--- src/rtl/ifp_pkg.sv ---
// ifp_pkg: shared types and constants for the instruction fetch unit.
// Fetch-queue entries carry a 64-bit PC slot; narrower XLEN zero-extends.
`ifndef DRAM_BASE_ADDR
`define DRAM_BASE_ADDR 64'h0000_0000_8000_0000
`endif

package ifp_pkg;

  localparam int unsigned PC_W = 64;

  localparam logic [2:0] RD_CTRL_DRAM = 3'b101;
  localparam logic [2:0] RD_CTRL_NONE = 3'b000;

  typedef enum logic {
    INIT,
    RUN
  } fsm_e;

  typedef struct packed {
    logic [PC_W-1:0] pc;
    logic [31:0]     instr;
  } fetch_entry_t;

endpackage

--- src/rtl/ifp_sync_fifo.sv ---
// ifp_sync_fifo: synchronous FIFO with occupancy count and flush.
// Push while full is accepted only if a pop frees a slot that cycle.
module ifp_sync_fifo #(
  parameter int unsigned WIDTH = 8,
  parameter int unsigned DEPTH = 4
) (
  input  logic                         clk,
  input  logic                         reset,
  input  logic                         flush_i,
  input  logic                         push_i,
  input  logic [WIDTH-1:0]             din_i,
  input  logic                         pop_i,
  output logic [WIDTH-1:0]             dout_o,
  output logic [$clog2(DEPTH+1)-1:0]   count_o
);

  localparam int unsigned AW = (DEPTH > 1) ? $clog2(DEPTH) : 1;
  localparam int unsigned CW = $clog2(DEPTH + 1);

  logic [WIDTH-1:0] mem_q [DEPTH];
  logic [AW-1:0]    rd_q;
  logic [AW-1:0]    wr_q;
  logic [CW-1:0]    cnt_q;
  logic             do_push;
  logic             do_pop;

  function automatic logic [AW-1:0] nxt(input logic [AW-1:0] p);
    return (p == AW'(DEPTH - 1)) ? '0 : p + AW'(1);
  endfunction

  assign do_pop  = pop_i && (cnt_q != '0);
  assign do_push = push_i && ((cnt_q != CW'(DEPTH)) || do_pop);

  always_ff @(posedge clk or posedge reset) begin
    if (reset) begin
      rd_q  <= '0;
      wr_q  <= '0;
      cnt_q <= '0;
    end else if (flush_i) begin
      rd_q  <= '0;
      wr_q  <= '0;
      cnt_q <= '0;
    end else begin
      if (do_push) wr_q <= nxt(wr_q);
      if (do_pop)  rd_q <= nxt(rd_q);
      cnt_q <= cnt_q + CW'(do_push) - CW'(do_pop);
    end
  end

  // Storage needs no reset: count gates every read.
  always_ff @(posedge clk) begin
    if (do_push && !flush_i) mem_q[wr_q] <= din_i;
  end

  assign dout_o  = mem_q[rd_q];
  assign count_o = cnt_q;

endmodule

--- src/rtl/ifp_fetch_unit.sv ---
// ifp_fetch_unit: in-order instruction fetch with credit-limited requests,
// branch redirect that drops stale responses, and a decode-side queue.
`ifndef DRAM_BASE_ADDR
`define DRAM_BASE_ADDR 64'h0000_0000_8000_0000
`endif

module ifp_fetch_unit
  import ifp_pkg::*;
#(
  parameter int unsigned     XLEN            = 64,
  parameter logic [XLEN-1:0] RESET_PC        = '0,
  parameter logic [XLEN-1:0] DRAM_BASE       = `DRAM_BASE_ADDR,
  parameter int unsigned     MAX_OUTSTANDING = 2,
  parameter int unsigned     FQ_DEPTH        = 4
) (
  input  logic            clk,
  input  logic            reset,
  input  logic            branch_taken,
  input  logic [XLEN-1:0] branch_target,
  output logic            req_valid,
  input  logic            req_ready,
  output logic [XLEN-1:0] req_addr,
  output logic            req_sel,
  output logic [2:0]      req_rd_ctrl,
  input  logic            rsp_valid,
  input  logic [31:0]     rsp_data,
  output logic            out_valid,
  input  logic            out_ready,
  output logic [XLEN-1:0] out_pc,
  output logic [31:0]     out_instr,
  output logic            err
);

  localparam int unsigned PW = $clog2(MAX_OUTSTANDING + 1);
  localparam int unsigned CW = $clog2(FQ_DEPTH + 1);
  localparam int unsigned EW = $bits(fetch_entry_t);

  fsm_e            state_q, state_d;
  logic [XLEN-1:0] pc_q, pc_d;
  logic [PW-1:0]   drop_q, drop_d;
  logic            err_q, err_d;

  logic [PW-1:0]   inflight;
  logic [XLEN-1:0] pend_pc;
  logic [CW-1:0]   fq_cnt;
  logic [EW-1:0]   fq_dout;
  fetch_entry_t    fq_din;
  fetch_entry_t    fq_head;
  logic [CW:0]     credit_use;

  logic run;
  logic brk;
  logic rsp_ok;
  logic accept;
  logic fq_push;
  logic fq_pop;
  logic unused_tgt;

  assign unused_tgt = ^branch_target[1:0];

  assign run    = (state_q == RUN);
  assign brk    = run && branch_taken;
  assign rsp_ok = rsp_valid && (inflight != '0);

  // Live requests still need a fetch-queue slot when they return.
  assign credit_use = (CW+1)'(inflight - drop_q)
                    + (CW+1)'(fq_cnt);

  assign req_valid = run && !branch_taken
                  && (inflight < PW'(MAX_OUTSTANDING))
                  && (credit_use < (CW+1)'(FQ_DEPTH));
  assign accept    = req_valid && req_ready;

  assign req_addr    = pc_q;
  assign req_sel     = (pc_q >= DRAM_BASE);
  assign req_rd_ctrl = req_sel ? RD_CTRL_DRAM : RD_CTRL_NONE;

  assign fq_push = rsp_ok && !brk && (drop_q == '0);
  assign fq_pop  = out_valid && out_ready;

  assign fq_din.pc    = PC_W'(pend_pc);
  assign fq_din.instr = rsp_data;
  assign fq_head      = fetch_entry_t'(fq_dout);

  assign out_valid = (fq_cnt != '0) && !branch_taken;
  assign out_pc    = (fq_cnt != '0) ? fq_head.pc[XLEN-1:0] : '0;
  assign out_instr = (fq_cnt != '0) ? fq_head.instr : '0;
  assign err       = err_q;

  ifp_sync_fifo #(
    .WIDTH (XLEN),
    .DEPTH (MAX_OUTSTANDING)
  ) u_pend (
    .clk     (clk),
    .reset   (reset),
    .flush_i (1'b0),
    .push_i  (accept),
    .din_i   (pc_q),
    .pop_i   (rsp_ok),
    .dout_o  (pend_pc),
    .count_o (inflight)
  );

  ifp_sync_fifo #(
    .WIDTH (EW),
    .DEPTH (FQ_DEPTH)
  ) u_fq (
    .clk     (clk),
    .reset   (reset),
    .flush_i (brk),
    .push_i  (fq_push),
    .din_i   (fq_din),
    .pop_i   (fq_pop),
    .dout_o  (fq_dout),
    .count_o (fq_cnt)
  );

  always_comb begin
    state_d = state_q;
    pc_d    = pc_q;
    drop_d  = drop_q;
    err_d   = err_q | (rsp_valid && (inflight == '0));
    unique case (state_q)
      INIT: state_d = RUN;
      RUN: begin
        if (branch_taken) begin
          pc_d   = {branch_target[XLEN-1:2], 2'b00};
          drop_d = inflight - PW'(rsp_ok);
        end else begin
          if (accept) pc_d = pc_q + XLEN'(4);
          if (rsp_ok && (drop_q != '0)) begin
            drop_d = drop_q - PW'(1);
          end
        end
      end
      default: state_d = INIT;
    endcase
  end

  always_ff @(posedge clk or posedge reset) begin
    if (reset) begin
      state_q <= INIT;
      pc_q    <= RESET_PC;
      drop_q  <= '0;
      err_q   <= 1'b0;
    end else begin
      state_q <= state_d;
      pc_q    <= pc_d;
      drop_q  <= drop_d;
      err_q   <= err_d;
    end
  end

endmodule
--- config.mk ---
export PLATFORM = sky130hd
export DESIGN_NAME = ifp_fetch_unit
export DESIGN_NICKNAME = d
export VERILOG_FILES = /design/src/rtl/ifp_pkg.sv /design/src/rtl/ifp_sync_fifo.sv /design/src/rtl/ifp_fetch_unit.sv
export SDC_FILE = /design/constraint.sdc
export NUM_CORES = 1
export LEC_CHECK = 0
export ABC_AREA = 1
export CAP_MARGIN = 5
export CORE_AREA = 4 4 231 233
export DETAILED_ROUTE_END_ITERATION = 8
export DIE_AREA = 0 0 235 237
export PLACE_DENSITY = 0.75
export SETUP_SLACK_MARGIN = 0.1
export SYNTH_ARGS = -nofsm -noshare
export SYNTH_HDL_FRONTEND = slang
export SYNTH_SLANG_ARGS = --single-unit
--- constraint.sdc ---
create_clock -name clk -period 5.57 [get_ports clk]
set_input_delay 0.557 -clock clk [delete_from_list [all_inputs] [get_ports clk]]
set_output_delay 0.557 -clock clk [all_outputs]
set_load 0.02 [all_outputs]
### After elaboration in Yosys (flattened, before gate mapping)

Memories as Yosys holds them, arrays and structs flattened.
Index checks and enable logic that the tools add are counted.

| word-level totals | value |
|---|---|
| output and inout bits | 167 |
| word-level logic and storage cells | 85 |
| memory bits (writable) | 512 |
| bits in registers | 79 |
| memories | 2 |
| bits of input ports | 102 |

| operators by class | value |
|---|---|
| order comparisons | 3 |
| reduce and logical (&&, ||, !) cells | 32 |
| mux-type cells | 20 |
| add/sub/neg operators | 13 |
| eq/ne operators | 4 |
| bitwise gates (word level) | 1 |

Memories:

| name | words | bits a word | rd ports | clocked after Yosys merged registers in | write ports | line | source |
|---|---|---|---|---|---|---|---|
| u_fq.mem_q | 4 | 96 | 1 | 0 | 1 | ifp_sync_fifo.sv:20 | `logic [WIDTH-1:0] mem_q [DEPTH];` |
| u_pend.mem_q | 2 | 64 | 1 | 0 | 1 | ifp_sync_fifo.sv:20 |  |

Operators by type and width:

| operator | number |
|---|---|
| $mux W64 | 3 |
| $add A64 B3 Y64 const B | 1 |
| $ge A64 B32 Y1 const B | 1 |
| $mux W32 | 1 |
| $logic_and A1 B1 Y1 | 17 |
| $mux W2 | 8 |
| $reduce_bool A2 Y1 | 6 |
| $mux W1 | 6 |
| $mux W3 | 2 |
| $add A2 B1 Y2 const B | 2 |
| $add A4 B3 Y4 | 1 |
| $eq A2 B2 Y1 const B | 2 |
| $logic_not A2 Y1 | 2 |
| $lt A4 B3 Y1 const B | 1 |
| $reduce_and A2 Y1 | 2 |
| $sub A2 B1 Y2 | 2 |
| $add A3 B1 Y3 | 1 |
| $ne A3 B3 Y1 const B | 1 |
| $reduce_bool A3 Y1 | 1 |
| $sub A2 B2 Y3 | 1 |
| $sub A3 B1 Y3 | 1 |
| $add A1 B1 Y1 const B | 2 |
| $add A2 B1 Y2 | 1 |
| $logic_not A1 Y1 | 2 |
| 5 further kinds | 6 |

### Logic depth before layout (Yosys ltp)

Gate-level depths: netlist of the first run.

| depth | value |
|---|---|
| depth in word-level cells | 9 |
| mapped depth | 16 |
| mapped depth without buffers | 15 |

### Cells and area by module

A second synthesis of the first run with hierarchy kept.

| second synthesis, totals | value |
|---|---|
| cell total of the unflattened synthesis | 2577 |
| area, all modules | 26294.0 um^2 |

By module, submodules not included:

| module | area each (um^2) | times used | seq. area each (um^2) | cells an instance |
|---|---|---|---|---|
| ifp_sync_fifo at u_fq | 14702.9 | 1 | 11706.2 | 991 |
| ifp_fetch_unit | 6653.9 | 1 | 1651.6 | 1214 |
| ifp_sync_fifo at u_pend | 4937.2 | 1 | 3943.8 | 372 |

### Worst setup path after synthesis of the first run

OpenSTA, ideal clock, no wires.

| path | value |
|---|---|
| kind | input-to-reg |
| start | input branch_taken |
| end | memory u_fq.mem_q[0][0] (netlist name), enable pin |
| cell stages on the path | 5 |
| path buffers | 0 |
| arrival time | 5.045 ns |
| library setup time | 0.548 ns |
| path slack | -0.023 ns |
| required time | 5.022 ns |
| cells stage by stage | nand2_1 > inv_1 > nor3_1 > nand2_1 > nor2_1 |

| on the way | value |
|---|---|
| word-level cells in the longest chain between the ends | 9 |
| elaborated cells on any way between the ends | 13 |
| those cells by class | mux: 2; reduce/logical: 11 |

Ends and longest elaborated chain:

| item | line | source |
|---|---|---|
| start, declared | ifp_fetch_unit.sv:18 | `input logic branch_taken,` |
| $logic_not A1 Y1 | ifp_fetch_unit.sv:85 | `assign out_valid = (fq_cnt != '0) && !branch_taken;` |
| $logic_and A1 B1 Y1 | ifp_fetch_unit.sv:85 |  |
| $logic_and A1 B1 Y1 | ifp_fetch_unit.sv:79 | `assign fq_pop = out_valid && out_ready;` |
| $logic_and A1 B1 Y1 | ifp_sync_fifo.sv:31 | `assign do_pop = pop_i && (cnt_q != '0);` |
| $logic_or A1 B1 Y1 | ifp_sync_fifo.sv:32 | `assign do_push = push_i && ((cnt_q != CW'(DEPTH)) \|\| do_pop);` |
| $logic_and A1 B1 Y1 | ifp_sync_fifo.sv:32 |  |
| $logic_and A1 B1 Y1 (*) | ifp_sync_fifo.sv:52 | `if (do_push && !flush_i) mem_q[wr_q] <= din_i;` |
| $mux W1 (*) | ifp_sync_fifo.sv:52 |  |
| $mux W1 (not written as such) (*) | ifp_sync_fifo.sv:52 |  |
| end, declared | ifp_sync_fifo.sv:20 |  |

Mark *: on every way between the ends. The rest lies on a longest branch, timed or not.

### Worst setup path in the final report of the first run

| path | value |
|---|---|
| start | register u_fq.rd_q[1] |
| end | output out_pc[36] |

| on the way | value |
|---|---|
| word-level cells in the longest chain between the ends | 2 |

Ends and longest elaborated chain:

| item | line | source |
|---|---|---|
| start, declared | ifp_sync_fifo.sv:21 | `logic [AW-1:0] rd_q;` |
| start signal, assigned | ifp_sync_fifo.sv:45 | `if (do_pop) rd_q <= nxt(rd_q);` |
| $mem_v2 Z4 W96 | - |  |
| $mux W64 | ifp_fetch_unit.sv:86 | `assign out_pc = (fq_cnt != '0) ? fq_head.pc[XLEN-1:0] : '0;` |
| end, declared | ifp_fetch_unit.sv:29 | `output logic [XLEN-1:0] out_pc,` |

Every way passes these cells.

==> results of run 1 <==
-- power by group --
group / internal, uW / switching, uW
Clock: 2450 / 1640
Combinational: 2290 / 3990
Sequential: 5530 / 769
Total: 10300 / 6400
-- metrics by stage --
step                setup TNS (ns)  total power, uW  worst slack (ns)  instance area, um^2   util
global placement                 0            12500              1.53                28700  0.561
global route                     0            17500             0.788                30700  0.600
finish                           0            16700             0.900                30700  0.600
CTS                              0            16700             0.883                30700  0.600
floorplan                    -8.61             9700           -0.0229                25400      -
detailed placement               0            12600              1.57                28700  0.561
-- worst paths after layout --
path                                        startpoint                        to  slack (ns)
hold reg to reg                          err$_DFF_PP0_             err$_DFF_PP0_        0.49
hold / removal                                   reset  u_fq.wr_q[1]$_DFFE_PP0P_        0.39
max in group asynchronous                        reset  req_addr[51]$_DFFE_PP0P_        4.04
setup reg to reg           u_pend.count_o[0]$_DFF_PP0_  req_addr[48]$_DFFE_PP0P_        1.89
min in group clk                         err$_DFF_PP0_             err$_DFF_PP0_        0.49
setup / recovery              u_fq.rd_q[1]$_DFFE_PP0P_                out_pc[36]        0.90
-- routing by layer --
layer | track usage | vias up
met5 | 0 | -
met4 | 0.0841 | 0
met3 | 0.0372 | 122
met2 | 0.406 | 694
met1 | 0.323 | 8986
li1 | - | 8868
-- layout make-up --
type,count,area (um^2)
Clock buffer,69,1540
Clock inverter,40,480
Fill cell,4090,20500
Inverter,121,462
Multi-Input combinational cell,1693,7540
Sequential cell,577,17000
Tap cell,680,851
Timing Repair Buffer,286,2910
-- state kept, by name, summed over array words and instances, names as in the netlist, 2 cells and up --
register and count:
drop_q 2, req_addr 62, u_fq.count_o 3, u_fq.mem_q 376, u_fq.rd_q 2, u_fq.wr_q 2, u_pend.count_o 2, u_pend.mem_q 124
-- logic make-up (layout without fill, tap and decap cells) --
group / after synthesis / in the layout / share of synthesized area
adder cells (fa/ha/maj): 17 / 17 / 0.00895
XOR/XNOR: 18 / 18 / 0.00620
other: 2 / 6 / 0.000295
flip-flops: 577 / 577 / 0.666
buffers and inverters: 240 / 516 / 0.0397
AND/OR/NAND/NOR: 1317 / 1317 / 0.211
multiplexers: 1 / 1 / 0.000394
AO/OA/AOI/OAI: 334 / 334 / 0.0670
-- layout by cell type (no fill, tap or decap), types with 4 or more instances in the layout --
cell type,synthesis,layout
nand2_1,567,567
nor2_1,567,561
edfxtp_1,500,500
clkdlybuf4s50_1,0,261
o21ai_0,198,198
inv_1,112,110
nand3_1,95,95
a21oi_1,95,95
dfrtp_1,77,74
clkbuf_16,0,59
o21ai_1,28,28
nand4_1,22,22
nor2_4,10,16
clkinv_2,0,16
buf_4,10,16
nor2_2,15,15
ha_1,15,15
xor2_1,12,12
nand2_2,11,11
bufinv_16,0,10
nor3_1,9,9
buf_12,0,9
inv_2,8,7
or2_2,7,7
clkbuf_1,57,7
xnor2_1,6,6
conb_1,2,6
clkinvlp_4,0,6
o211ai_1,5,5
clkinv_1,0,5
nand2_4,4,4
-- worst max-delay path, delay by kind of cell (launching register included) --
kind / cells / cell delay (ns)
buffers and inverters: 3 / 1.90
AND/OR/NAND/NOR: 1 / 0.21
AO/OA/AOI/OAI: 2 / 0.48
flip-flops: 1 / 0.83
==> impl_metrics.ini, run 1 <==
[status]
status = finished, final reports clean

[routing]
wl_per_cell_um = 20.0
num_vias = 18700
wl_met2_um = 33300
viasPerCell = 5.39
routed.top_layer = met4
route.met3.wl_um = 4390
dr.pass1.iters = 6
drt_iter0_markers = 1534
drt-total-wl_um = 69200
ant_nets = 0
route.detailed.drc = 0
wl_met1_um = 29500

[hold_path]
hold_path_class = primary input to async pin

[cells_and_area]
drive_above_1_share = 0.0696
nets = 2856
final_cells = 3466
antenna_cells = 0
syn_to_final_growth_pct = 20.9

[timing]
slew_headroom = 0.292
hold_viol_final = 0
worst_slew_pin_slew_ns = 1.06
maxSlewViolCount = 0
finClkSkew_ns = 0.0261
rsz0062_at_grt = no
fmax_mhz = 214
min_period_ns = 4.67
finalSetupViolations = 0
period_share = 0.838
timing.hold.ws_ns = 0.392

[run]
drv_cap = 0

[clock_tree]
cts-root-buf = clkbuf_16
cts_resized = 0
post-cts-setup-buffer-count = 0
cts_tree = built
htreeDepth = 2
clock_latency_ns = 0.62
clk_pin_slew_worst_paths_ns = 0.07
cts.sinks = 577
cts_buffer_depth = 3
cts_buffers = 58
hold_buffers = 0

[worst_setup_path]
cp.required_ns = 5.01
arrival_ns = 4.11
path_max_fanout = 72
worst_setup_path_end_kind = output pin
cp_slowest_cell = dfrtp_4
reg2reg_depth = 14
worstSetupPathType = register to output pin
cpPeakStageDelay_ns = 0.83
start_kind = register
path_cells = clkinv_2, buf_4, nor2_1, o21ai_0, a21oi_1, clkdlybuf4s50_1

[grt]
track_usage = 0.241
grt_start_max_net_pins = 191
antenna_found_initial = 0
grt_pass1_vias = 18300
grt_pass1_wl_um = 105000
gr-total-overflow = 0

[floorplan]
start_util = 0.497
io-pin-count = 269
die_w_um = 235
num_rows = 83
die_h_um = 237
dieArea_um2 = 55700
core_area_um2 = 51200

[pwr]
leakagePower_uw = 0.0115
ir_drop_mv = 0.465
p_per_area_nw_per_um2 = 542

[logic_synthesis]
synth_top_cells_by_area = edfxtp_1 59%, nand2_1 8.4%, nor2_1 8.4%
synth_cells = 2506
ys_seq_area_frac = 0.666
post-synth-top-area-cell = edfxtp_1
yosys_warnings = 0
ys.flop_type = edfxtp_1
synthDistinctLibCells = 40
synth_edf_count = 500
synth_top_area_share = 0.590
async_reset_ff_frac = 0.133
synth_area_um2 = 25400
postSynthAreaPerCell_um2 = 10.1
ys_ff_latch = 577
synth.top_cells.by_count = 567 x nand2_1, 567 x nor2_1, 500 x edfxtp_1, 198 x o21ai_0, 112 x inv_1

[place]
placed_cells = 3357
io_buffer_count = 261
hpwlAfterDp_um = 43900
place_congestion = 0.936
Note: power is estimated with default switching activity, not from simulation.
==> run 2, diff against run 1 <==
==> constraint.sdc (replaced) <==
create_clock -name clk -period 4.04 [get_ports clk]
set_input_delay 0.404 -clock clk [delete_from_list [all_inputs] [get_ports clk]]
set_output_delay 0.404 -clock clk [all_outputs]
set_load 0.02 [all_outputs]
==> impl_metrics.ini, run 2 (synthesis results as in run 1) <==
[grt]
track_usage = 0.244
grt_pass1_vias = 18200
grt_start_max_net_pins = 96
gr-total-overflow = 0
antenna_found_initial = 1
grt_pass1_wl_um = 106000

[cells_and_area]
nets = 2872
largest_reg_flops = 376
drive_above_1_share = 0.0732
antenna_cells = 0
syn_to_final_growth_pct = 21.3
fillCellCount = 4055
multiInputGateArea_um2 = 7540
finish.utilization = 0.603
regArea_um2 = 17000
final_cell_mix = 567 x nand2_1, 561 x nor2_1, 500 x edfxtp_1
layout_commonest_cell = nand2_1
top_register = u_fq.mem_q
design_area_um2 = 30900

[pwr]
internal_power_uw = 13900
pwr-share-seq = 0.384
p_comb_frac = 0.386
swShare = 0.389
p_sw_uw = 8850
leakagePower_uw = 0.0116
p_clk_frac = 0.230
p_per_area_nw_per_um2 = 736
ir_drop_mv = 0.416

[floorplan]
core_area_um2 = 51200
dieArea_um2 = 55700
io-pin-count = 269
die_h_um = 237
num_rows = 83
die_w_um = 235
start_util = 0.497

[timing]
hold_viol_final = 0
worst_slew_pin_slew_ns = 1.01
slew_headroom = 0.324
fin_ws_ns = 0.212
timing.hold.ws_ns = 0.201
min_period_ns = 3.83
rsz0062_at_grt = no
period_share = 0.948
finClkSkew_ns = 0.0339
fmax_mhz = 261
maxSlewViolCount = 0
tns_ns = 0
finalSetupViolations = 0

[worst_setup_path]
worstSetupPathType = register to output pin
arrival_ns = 3.42
cp.required_ns = 3.64
rr_startpoint = u_pend.count_o[0]$_DFF_PP0_
path_depth = 6
start_kind = register
worst_setup_path_end_kind = output pin
cpMostUsedCell = nor2_1
reg2reg_depth = 12
cpPeakStageDelay_ns = 0.79
cp_top_family = buffers and inverters
path_cells = buf_4, nor2_1, nor2_1, o21ai_0, a21oi_1, clkdlybuf4s50_1
cp_slowest_cell = dfrtp_4
cp-startpoint = u_fq.rd_q[0]$_DFFE_PP0P_
crit_buf_inv = 2
path_max_fanout = 53

[clock_tree]
cts_tree = built
cts.sinks = 577
htreeDepth = 2
cts-root-buf = clkbuf_16
clock_latency_ns = 0.62
post-cts-setup-buffer-count = 0
cts_buffers = 56
cts_buffer_depth = 3
clk_pin_slew_worst_paths_ns = 0.07

[routing]
ant_nets = 0
dr.pass1.iters = 9
route.detailed.drc = 0
drt-total-wl_um = 70300
viasPerCell = 5.40
drt_iter0_markers = 1642
wl_per_cell_um = 20.2
num_vias = 18800

[run]
drv_cap = 0

[place]
preCtsSetupSlack_ns = 0.849
hpwlAfterDp_um = 46300
io_buffer_count = 261
placed_area_um2 = 29000
place_congestion = 0.989

[status]
status = finished, final reports clean

[hold_path]
hold_path_class = primary input to async pin
==> run 2: cell count changes in the layout (fill, tap and decap cells not counted) <==
cell / change
clkbuf_8: -2
buf_12: +13
clkbuf_16: -2
clkinv_4: -2
inv_6: +4
bufinv_16: -4
buf_4: +5
clkinv_1: +2
inv_4: +1
clkinvlp_4: -2
==> run 2: stage by stage <==
stage | std cells | total power, uW
floorplan | 2510 | 13400
global placement | 3375 | 17400
detailed placement | 3375 | 17600
CTS | 3479 | 22800
global route | 3479 | 23900
finish | 3479 | 22700
==> run 2: what timing repair did <==
item,CTS,global route
resized for setup,0,1
hold buffers,0,0
endpoints found under the setup margin,0,5
==> run 2: tightest hold or removal path: cells and delay by family <==
kind	cells	cell delay (ns)
buf+inv	3	0.84
==> run 2: layout make-up <==
cell class | count | share of cell area
clock buffers | 65 | 0.0475
clock inverters | 39 | 0.0122
multi-input cells | 1693 | 0.244
well taps | 680 | 0.0276
inverters | 121 | 0.0150
flip-flops and latches | 577 | 0.549
repair buffers | 304 | 0.104
==> run 2: metal layers <==
| metal | track usage | wire (um) | vias up | share of wire |
|---|---|---|---|---|
| li1 | - | - | 8892 | - |
| met5 | 0 | 10 | - | 0.00014 |
| met2 | 0.402 | 33400 | 735 | 0.48 |
| met1 | 0.333 | 29300 | 9019 | 0.42 |
| met4 | 0.0795 | 2370 | 2 | 0.034 |
| met3 | 0.0439 | 5220 | 132 | 0.074 |
==> run 2: final timing paths <==
path	endpoint	slack (ns)
setup / recovery	out_pc[21]	0.21
hold / removal	u_pend.count_o[0]$_DFF_PP0_	0.20
setup reg to reg	u_pend.mem_q[1][15]$_DFFE_PP_	0.90
hold reg to reg	err$_DFF_PP0_	0.49
max in group asynchronous	req_addr[51]$_DFFE_PP0P_	3.44
min in group clk	req_addr[9]$_DFFE_PP0P_	0.42
==> run 2: power groups by stage <==
stage                     logic, uW  clock network (uW)  registers [uW]
after floorplan                4820                   0            8560
after global placement         8570                   0            8790
after detailed placement       8770                   0            8820
after CTS                      8830                5310            8700
after global routing           9520                5550            8790
final                          8770                5220            8740
